`config.mk`:
```
export PLATFORM = sky130hd
export DESIGN_NAME = pwm_compare
export DESIGN_NICKNAME = d
export VERILOG_FILES = /design/src/rtl/pwm_compare.sv
export SDC_FILE = /design/constraint.sdc
export NUM_CORES = 1
export LEC_CHECK = 0
export ABC_AREA = 1
export CORE_MARGIN = 3
export CORE_UTILIZATION = 40
export CTS_CLUSTER_DIAMETER = 120
export CTS_CLUSTER_SIZE = 24
export DETAILED_ROUTE_END_ITERATION = 8
export PLACE_DENSITY = 0.74
export SYNTH_ARGS = -nofsm -noshare
export SYNTH_HDL_FRONTEND = slang
export SYNTH_SLANG_ARGS = --single-unit
```
`constraint.sdc`:
```
create_clock -name clk -period 4.9 [get_ports clk]
set_input_delay 1.225 -clock clk [delete_from_list [all_inputs] [get_ports clk]]
set_output_delay 1.225 -clock clk [all_outputs]
set_load 0.05 [all_outputs]
```
`src/rtl/pwm_compare.sv`:
```
// ---------------------------------------------------------------------------
// pwm_compare
//
// Compares the value of a free-running 8-bit up-counter against a
// double-buffered duty register. It drives a registered PWM output, its
// complement and a one-cycle period-start tick.
//
// A new duty value arrives over a valid/ready handshake and is held in a
// shadow register. It moves into the active register only at the next counter
// wrap, so an output period is never built from two different duty values.
//
// Optional feature, selected by the macro PWM_DEADTIME_EN:
//   With the macro defined, pwm_out and pwm_n come from a four-state
//   dead-time FSM (OFF, DT_RISE, ON, DT_FALL). Each high pulse is shortened by
//   DEADTIME cycles, and the two outputs are never high in the same cycle.
//   With the macro undefined, pwm_n is the complement of pwm_out. The only
//   exception is reset, where both outputs are 0.
//
// Parameters:
//   DEADTIME    dead-time length in clk cycles, 1..15 (dead-time build only)
//   RESET_DUTY  duty loaded into the active and shadow registers on reset
//
// Ports:
//   clk          in   single clock, rising edge
//   rst          in   synchronous reset, active-high
//   count  [7:0] in   upstream counter value, same clock domain
//   duty_in[7:0] in   new duty value
//   duty_valid   in   duty_in is valid this cycle
//   duty_ready   out  a duty value can be accepted this cycle
//   pwm_out      out  primary PWM output, registered
//   pwm_n        out  complementary PWM output, registered
//   period_tick  out  pulse on the first output cycle of each period
//   duty_active  out  duty value currently applied
// ---------------------------------------------------------------------------
module pwm_compare #(
    parameter int unsigned DEADTIME   = 4,
    parameter logic [7:0]  RESET_DUTY = 8'h00
) (
    input  logic       clk,
    input  logic       rst,
    input  logic [7:0] count,
    input  logic [7:0] duty_in,
    input  logic       duty_valid,
    output logic       duty_ready,
    output logic       pwm_out,
    output logic       pwm_n,
    output logic       period_tick,
    output logic [7:0] duty_active
);

    // Handshake states
    localparam logic HS_EMPTY   = 1'b0;
    localparam logic HS_PENDING = 1'b1;

    logic [7:0] prev_count_q;
    logic       hs_state_q, hs_state_d;
    logic [7:0] active_q,   active_d;
    logic [7:0] shadow_q,   shadow_d;
    logic       pwm_out_q,  pwm_out_d;
    logic       pwm_n_q,    pwm_n_d;
    logic       period_tick_q;

    logic       ps;
    logic       accept;
    logic [7:0] eff_duty;
    logic       cmp;

    // -----------------------------------------------------------------------
    // Period start
    // -----------------------------------------------------------------------
    // A period starts on the first cycle with count == 0. prev_count resets
    // to 8'hFF, so the first zero after reset also counts as a period start.
    // If the upstream counter is held in reset, count stays at 0 for several
    // cycles; this rule still gives only one period start for that stretch.
    assign ps = (count == 8'h00) && (prev_count_q != 8'h00);

    // -----------------------------------------------------------------------
    // Duty handshake
    // -----------------------------------------------------------------------
    assign duty_ready = (hs_state_q == HS_EMPTY) && !rst;
    assign accept     = duty_valid && duty_ready;

    always_comb begin
        // NOTE: every signal gets its hold value before the branches, so no
        // path through this block can leave it unassigned and infer a latch.
        hs_state_d = hs_state_q;
        active_d   = active_q;
        shadow_d   = shadow_q;
        if (hs_state_q == HS_PENDING) begin
            if (ps) begin
                active_d   = shadow_q;
                hs_state_d = HS_EMPTY;
            end
        end else if (accept) begin
            // A value accepted in a period-start cycle waits for the next
            // period start. The consume branch above requires PENDING, and
            // the state was EMPTY in this cycle.
            shadow_d   = duty_in;
            hs_state_d = HS_PENDING;
        end
    end

    // -----------------------------------------------------------------------
    // Compare
    // -----------------------------------------------------------------------
    // In the period-start cycle that consumes a pending value, active_q still
    // holds the old duty. The compare therefore takes the shadow value in that
    // cycle, so period_tick lines up with the first output of the new duty.
    assign eff_duty = (ps && (hs_state_q == HS_PENDING)) ? shadow_q : active_q;
    // An unsigned compare gives at most 255 high cycles per 256-cycle period.
    // A 100% duty is intentionally unreachable.
    assign cmp      = (count < eff_duty);

`ifdef PWM_DEADTIME_EN
    // -----------------------------------------------------------------------
    // Dead-time FSM
    // -----------------------------------------------------------------------
    localparam logic [1:0] DT_OFF  = 2'd0;
    localparam logic [1:0] DT_RISE = 2'd1;
    localparam logic [1:0] DT_ON   = 2'd2;
    localparam logic [1:0] DT_FALL = 2'd3;

    // The timer counts down to zero. The state then leaves DT_RISE/DT_FALL
    // on the next edge, which gives exactly DEADTIME cycles in each dead zone.
    localparam logic [3:0] DT_LOAD = 4'(DEADTIME - 1);

    logic [1:0] dt_state_q, dt_state_d;
    logic [3:0] dt_timer_q, dt_timer_d;

    always_comb begin
        dt_state_d = dt_state_q;
        dt_timer_d = dt_timer_q;
        case (dt_state_q)
            DT_OFF: begin
                if (cmp) begin
                    dt_state_d = DT_RISE;
                    dt_timer_d = DT_LOAD;
                end
            end
            DT_RISE: begin
                if (!cmp) begin
                    // A pulse no longer than DEADTIME never reaches ON.
                    dt_state_d = DT_OFF;
                end else if (dt_timer_q == 4'd0) begin
                    dt_state_d = DT_ON;
                end else begin
                    dt_timer_d = dt_timer_q - 4'd1;
                end
            end
            DT_ON: begin
                if (!cmp) begin
                    dt_state_d = DT_FALL;
                    dt_timer_d = DT_LOAD;
                end
            end
            DT_FALL: begin
                if (cmp) begin
                    dt_state_d = DT_ON;
                end else if (dt_timer_q == 4'd0) begin
                    dt_state_d = DT_OFF;
                end else begin
                    dt_timer_d = dt_timer_q - 4'd1;
                end
            end
            default: begin
                dt_state_d = DT_OFF;
            end
        endcase
    end

    // The outputs are decoded from the next state and then registered. This
    // keeps the count-to-output latency at one cycle and avoids glitches.
    always_comb begin
        pwm_out_d = (dt_state_d == DT_ON);
        pwm_n_d   = (dt_state_d == DT_OFF);
    end

    always_ff @(posedge clk) begin
        if (rst) begin
            dt_state_q <= DT_OFF;
            dt_timer_q <= 4'd0;
        end else begin
            dt_state_q <= dt_state_d;
            dt_timer_q <= dt_timer_d;
        end
    end
`else
    always_comb begin
        pwm_out_d = cmp;
        pwm_n_d   = ~cmp;
    end
`endif

    // -----------------------------------------------------------------------
    // State and output registers
    // -----------------------------------------------------------------------
    always_ff @(posedge clk) begin
        // NOTE: sequential state uses non-blocking assignments. Every register
        // then samples the values from before the edge, whatever the order of
        // the statements in this block.
        if (rst) begin
            prev_count_q  <= 8'hFF;
            hs_state_q    <= HS_EMPTY;
            active_q      <= RESET_DUTY;
            shadow_q      <= RESET_DUTY;
            pwm_out_q     <= 1'b0;
            pwm_n_q       <= 1'b0;
            period_tick_q <= 1'b0;
        end else begin
            prev_count_q  <= count;
            hs_state_q    <= hs_state_d;
            active_q      <= active_d;
            shadow_q      <= shadow_d;
            pwm_out_q     <= pwm_out_d;
            pwm_n_q       <= pwm_n_d;
            period_tick_q <= ps;
        end
    end

    assign pwm_out     = pwm_out_q;
    assign pwm_n       = pwm_n_q;
    assign period_tick = period_tick_q;
    assign duty_active = active_q;

endmodule

```
### After elaboration in Yosys (flattened, before gate mapping)

Index checks and enable logic that the tools add are counted.

* order comparisons: 1
* reductions and logical operators: 9
* bitwise logic cells: 2
* muxes and demuxes: 4

Operators with widths (count)
* 8-bit logical NOT: 1
* 8-bit less-than comparator: 1
* 8-bit two-way mux: 1
* 8-bit nonzero test: 1
* 1-bit logical AND: 4
* 2-bit AND reduction: 2
* 1-bit two-way mux: 3
* 1-bit NOT: 2
* 1-bit logical NOT: 1

* flip-flop bits (word level): 28

### Logic depth before layout (Yosys ltp)

* depth in word-level cells: 6
* mapped depth: 17
* gate-level depth less buffers: 16

### Worst setup path before layout

OpenSTA, ideal clock, no wires.

* kind: input to output
* from: input rst
* to: output duty_ready
* data required time: 3.675 ns
* arrival time: 2.250 ns
* cell stages on the path: 3
* slack: 1.425 ns
* cells stage by stage: clkbuf_1 clkbuf_1 nor2_1

* longest elaborated chain between the ends: 2

Ends and longest elaborated chain
* from (decl): line 40 `input logic rst,`
* 1-bit logical NOT: line 80 `assign duty_ready = (hs_state_q == HS_EMPTY) && !rst;`
* 1-bit logical AND: line 80
* to (decl): line 44 `output logic duty_ready,`

No other way between the ends.

### Worst setup path after layout

Ends and elaborated chain as after synthesis.

==> out/metrics.cfg <==
[worst_setup_path]
worst-path-max-fanout=2
worstSetupStartpointType=primary input
endpoint_kind=output pin
path_class=primary input to output pin
cp.arrival_ps=2560
cp.required_ps=3670

[floorplan]
num_rows=18
fp.dieH_um=59.8
io_pins=31
die_area_um2=3570
die_w_um=59.8
start_util_pct=44.3
core_area_um2=2610

[drt]
wire_per_inst_um=10.9
drt_iter0_drc=23
dr.pass1.iters=6
drc=0
ant_nets=0
via_count=962
routed_wl_um=2240
via_per_inst=4.69

[final_layout]
insertedDiodeCount=0
final_layout_size_suffix_gt1_share_pct=9.14
fillCellCount=255
final_nets=202
syn_to_final_growth_pct=31.0

[timing]
drv_slew=0
max_slew_margin_pct=43.1
hold_viol=0
fmax_mhz=264
tightest_slew_ps=850
setup_violations=0
skew_ps=3.85
period_share_pct=77.3
setup_ws_ps=1110
rsz0062_at_grt=false
finalSetupTns_ps=0
finalCriticalPeriod_ps=3790

[min_path]
hp-class=flip-flop to flip-flop

[power_and_ir_drop]
ir_drop_mv=0.185
powerDensity_nw_per_um2=268
p_leak_nw=0.631
total_power_mw=0.406

[place]
io_buffers=30
dpl.hpwl_um=1740
place_ws_ps=1110
place_congestion=0.768

[global_route]
grt_overflow_total=0
grt_pass1_vias=1007
grt_max_degree=29
grt_pass1_wl_um=4020
grt_usage_pct=14.6
antenna_found_initial=0

[clock_tree]
ctsRootBufferMaster=clkbuf_4
clkTransAtPathRegs_ps=150
clockBufferDepth=2
htree_levels=1
hold_buffers=0
worstSkewPairLatency_ps=330
cts-resized-gates=0
cts_tree=done
cts.sinks=28
post_cts_buffers=0
numCtsBuffers=3

[synth]
synth_area_per_cell_um2=7.97
ys_ff_latch=28
syn_area_um2=1160
seq_area_frac_synth_pct=48.5
syn_nets=171
synthCells=145
yosysWarnings=0
synth_cell_types=19

[outcome]
status=completed

[flow_run]
drv_cap=0

==> path summary, 6_finish.rpt <==
check / endpoint / slack (ps) / startpoint / cells past startpoint
setup / recovery: duty_ready / 1110 / rst / 3
hold / removal: shadow_q[3] / 490 / shadow_q[3] / 2
setup reg to reg: pwm_out / 2680 / prev_count_q[6] / 13
hold reg to reg: shadow_q[3] / 490 / shadow_q[3] / 2
==> layout make-up <==
type	instances	area [µm²]	area share, %
clock buffers	4	36.3	2.40
flip-flops and latches	28	561	37.0
inverters	18	67.6	4.46
repair buffers	31	308	20.3
well taps	30	37.5	2.48
multi-input cells	94	504	33.3
==> worst max-delay path, stage by stage <==
cell and delay, ps:
clkdlybuf4s50_1 420, nor2_1 110, clkdlybuf4s50_1 810
==> cells by family (layout without fill, tap and decap cells) <==
group / count (synthesis) / after routing / synth area share, %
buffers and inverters: 23 / 53 / 7.90
DFF: 28 / 28 / 48.5
AOI/OAI and AO/OA: 20 / 20 / 10.6
adders and majority gates: 7 / 7 / 7.58
and+or+nand+nor: 67 / 67 / 25.4
==> stage by stage <==
step | util [%] | hold slack (ps) | std cells | area (µm²)
3_3_place_gp | 56.6 | 466 | 201 | 1480
4_1_cts | 58.0 | 488 | 205 | 1510
2_1_floorplan | - | 445 | 145 | 1160
6_report | 58.0 | 488 | 205 | 1510
5_1_grt | 58.0 | 509 | 205 | 1510
3_5_place_dp | 56.6 | 465 | 201 | 1480
==> layout by cell type (no fill, tap or decap), types with 3 or more instances in the layout <==
cell              n
clkdlybuf4s50_1  30
or2_2             7
nor2_1           21
ha_1              7
o31ai_1           8
a21oi_1           3
inv_1            18
clkbuf_4          3
nand2_1          33
o21ai_0           8
dfxtp_1          28
==> flip-flops by register name, indices dropped and copies added (netlist names) <==
name	flops
period_tick	1
pwm_out	1
shadow_q	8
duty_active	8
hs_state_q	1
prev_count_q	8
pwm_n	1
==> power breakdown <==
part	internal, mW	switching (mW)	leakage (nW)
clock network	0.0455	0.0664	0.0210
registers	0.238	0.00332	0.230
logic	0.0263	0.0264	0.380
==> cell usage after synthesis, drive strengths merged <==
cell type / count / area share (%)
nand3: 2 / 1.3
or2: 7 / 3.8
and2: 1 / 0.65
nand4: 1 / 0.54
nand2: 33 / 11
a21oi: 3 / 1.3
clkbuf: 3 / 0.97
ha: 7 / 7.6
buf: 2 / 1.1
a211oi: 1 / 0.65
dfxtp: 28 / 48
o21ai: 8 / 3.5
o31ai: 8 / 5.2
nor3b: 1 / 1.1
nor2: 22 / 7.4
inv: 18 / 5.8
==> layer usage <==
layer | GRT usage, % | wire (µm)
met1 | 16.6 | 1000
met4 | 6.33 | 27
met2 | 25.2 | 1070
met5 | 0 | 0
met3 | 4.10 | 140
Power figures use the tool's default switching activity.
